$ cat src/rtl/ascon_pack.sv
// Shared ASCON definitions: the five-word 320-bit state type and the
// constants used across the permutation datapath.
package ascon_pack;

  localparam int STATE_WORDS = 5;
  localparam int WORD_W      = 64;

  // Word 0 is x0, word 4 is x4.
  typedef logic [STATE_WORDS-1:0][WORD_W-1:0] type_state;

  localparam logic [WORD_W-1:0] ASCON128_IV = 64'h80400c0600000000;

endpackage

$ cat src/rtl/ascon_state_mux.sv
// Chooses the state entering the permutation round: freshly loaded state on
// the first round, the permutation's own output on later rounds.
module ascon_state_mux
  import ascon_pack::*;
#(
  parameter bit REG_OUT = 1'b0
) (
  input  logic      clock_i,
  input  logic      resetb_i,
  input  type_state permutation_i,
  input  type_state permutation_o,
  input  logic      selection_i,
  output type_state mux_o
);

  type_state sel_state;

  // Word-wise select; all five words switch together.
  for (genvar k = 0; k < STATE_WORDS; k++) begin : g_word
    assign sel_state[k] = selection_i ? permutation_o[k] : permutation_i[k];
  end

  if (REG_OUT) begin : g_reg
    always_ff @(posedge clock_i or negedge resetb_i) begin
      if (!resetb_i) mux_o <= '0;
      else           mux_o <= sel_state;
    end
  end else begin : g_comb
    // Clock and reset have no role in the combinational variant.
    logic unused_clk_rst;
    assign unused_clk_rst = clock_i ^ resetb_i;
    assign mux_o          = sel_state;
  end

endmodule

$ cat config.mk
export PLATFORM = sky130hd
export DESIGN_NAME = ascon_state_mux
export DESIGN_NICKNAME = d
export VERILOG_FILES = /design/src/rtl/ascon_pack.sv /design/src/rtl/ascon_state_mux.sv
export SDC_FILE = /design/constraint.sdc
export NUM_CORES = 1
export LEC_CHECK = 0
export ABC_CLOCK_PERIOD_IN_PS = 4600
export CORE_AREA = 2 2 376 378
export DETAILED_ROUTE_END_ITERATION = 6
export DIE_AREA = 0 0 378 380
export REMOVE_ABC_BUFFERS = 1
export SLEW_MARGIN = 30
export SYNTH_ARGS = -nofsm -noshare
export SYNTH_HDL_FRONTEND = slang
export SYNTH_SLANG_ARGS = --single-unit
$ cat constraint.sdc
create_clock -name vclk -period 4.6
set_input_delay 1.38 -clock vclk [all_inputs]
set_output_delay 1.38 -clock vclk [all_outputs]
set_load 0.02 [all_outputs]
==> metrics.csv <==
stage;metric;value;unit
route;residual DRC count;0;
pwr;Comb power frac;1.000;
route;Post-Route WL;53.8;mm
setup_path;CP delay by family, top;buffers and inverters;
synthesis;Syn Inst Count;356;
synthesis;Seq/Total Area, Yosys;0;
synthesis;Post-Synth Simple-Gate Area;0;
clock_tree;cts hold-fix bufs;0;
global_routing;largest net degree at the start of global routing;31;
place;Cells after DPL;3197;
setup_path;Buf+Inv Stages, Crit Path;4;
sta;Fin Hold WS;3480;ps
setup_path;crit end category;output port;
floorplanning;die footprint;144000;um^2
synthesis;post-synth top area share;0.832;
synthesis;mux share of post-synthesis cell area;0.874;
worst_hold_path;min-delay src;permutation_i[69];
global_routing;global route total overflow;0;
setup_path;crit path DAT;2940;ps
layout;Nets;1966;
setup_path;crit path cell chain;buf_8 > buf_12 > buf_12 > mux2_2 > clkdlybuf4s50_1;
pwr;cell area power density;108;nW/um^2
layout;Area Growth Syn to Fin;216;%
layout;most frequent cells in the layout;clkdlybuf4s50_1, mux2_4, buf_4;
route;DRT iter0 DRCs;178;
pwr;leak pwr;0.00656;uW
layout;commonest non-fill, non-tap cell in the layout;clkdlybuf4s50_1;
synthesis;Ys Warns;0;
setup_path;Worst Setup SP;selection_i;
route;routed length per instance;16.8;um
pwr;Internal Pwr Total;1180;uW
route;via/cell ratio;2.24;
sta;fin crit share;0.939;
sta;slew margin rel.;0.687;
synthesis;Cell Area, Synth;5410;um^2
place;IO Port Bufs;961;
floorplanning;die width;378;um
worst_hold_path;Min-Delay Path Class;input port to output port;
setup_path;CP Class;input port to output port;
layout;final cell count without fillers;3208;
route;DR pass1 iterations;4;
global_routing;global-route wire length before repair;66.5;mm
place;pre-CTS setup slack;251;ps
clock_tree;Setup Buffers After CTS;0;
layout;number of clock buffers in the layout;0;
pwr;sequential power share;0;
place;HPWL after DPL;50.6;mm
pwr;Net Switching;662;uW
sta;Final TNS setup;0;ps
run;max capacitance violation total;0;
synthesis;top cells by area, synth;mux2_4, buf_12, mux2_2;
layout;share of cells above drive strength 1;0.287;
synthesis;largest family of logic cells by synthesized area;multiplexers;
global_routing;vias in the first global route;7436;
sta;f_max;232;MHz
setup_path;Worst EP required;3220;ps
sta;RSZ-0062 raised after global routing;false;
clock_tree;PostCTS Resize Cnt;0;
layout;post-route cell area;17100;um^2
setup_path;CP Max Fanout;30;
layout;FF/Latch Area;0;um^2
synthesis;Yosys cell types;5;
floorplanning;Initial Util;0.0389;
pwr;VDD IR max;0.0000403;V
synthesis;Avg Inst Size Synth;15.2;um^2
pwr;Net Sw Frac;0.360;
synthesis;XOR/XNOR Fraction of Synth Area;0;
floorplanning;num ports;963;
pwr;Clk pwr share;0;
outcome;status;completed;
global_routing;gr usage total;0.0684;
sta;Slew @ Worst Pin;469;ps
sta;min Tclk post-route;4320;ps
setup_path;CP most frequent cell;buf_12;
setup_path;CP Launch Type;input port;
sta;final hold violations;0;
route;Vias;7183;
sta;setup violators final;0;
place;Placed Area;17100;um^2
route;ANT nets after route;0;
setup_path;CP peak stage delay;560;ps
place;GPL Wtd Cong;0.835;
synthesis;share of synthesized cell area in full adder, half adder and majority cells;0;
floorplanning;row cnt;137;
sta;Final Max Slew Viols;0;
floorplanning;chip height;380;um
global_routing;antenna violations before repair;52;
sta;Worst Slack Setup Final;283;ps
floorplanning;Core Region;139000;um^2
synthesis;compound-cell area share of the yosys netlist;0;
synthesis;Synth area leader;mux2_4;
layout;sequential cell count;0;
setup_path;critical path's slowest cell;clkdlybuf4s50_1;
-- worst paths after layout --
check	cells past startpoint	to
min	3	mux_o[69]
max	5	mux_o[10]
-- cell usage after synthesis --
cell type / n
buf_6: 1
mux2_4: 300
mux2_2: 20
buf_2: 2
buf_12: 33
-- tightest hold or removal path, delay by kind of cell --
kind | cells | cell delay [ps]
buffers and inverters | 2 | 580
multiplexers | 1 | 130
-- through the flow --
stage / util / total power (uW)
detailed placement: 0.123 / 1850
global placement: 0.123 / 1850
CTS: 0.123 / 1860
global route: 0.123 / 1920
finish: 0.123 / 1840
floorplan: - / 681
-- cell type report --
| cell class | instances | area [um^2] |
|---|---|---|
| antenna | 11 | 27.5 |
| fill | 15924 | 122000 |
| multi-input combinational | 320 | 4730 |
| tap | 1876 | 2350 |
| timing repair buffer | 1001 | 10000 |
-- power groups by stage --
| stage | Clock [uW] | Sequential (uW) | Combinational [uW] |
|---|---|---|---|
| after floorplan | 0 | 0 | 681 |
| after global placement | 0 | 0 | 1850 |
| after detailed placement | 0 | 0 | 1850 |
| after CTS | 0 | 0 | 1860 |
| after global routing | 0 | 0 | 1920 |
| final | 0.000323 | 0 | 1840 |
-- cells by family after synthesis --
family,after synthesis
buf+inv,36
mux,320
-- metal layers --
layer / wire [um] / global-route usage
met4: 867 / 0.00465
met2: 25900 / 0.123
met1: 21100 / 0.0834
met3: 5830 / 0.0193
met5: 75 / 0
Power figures use the tool's default switching activity.
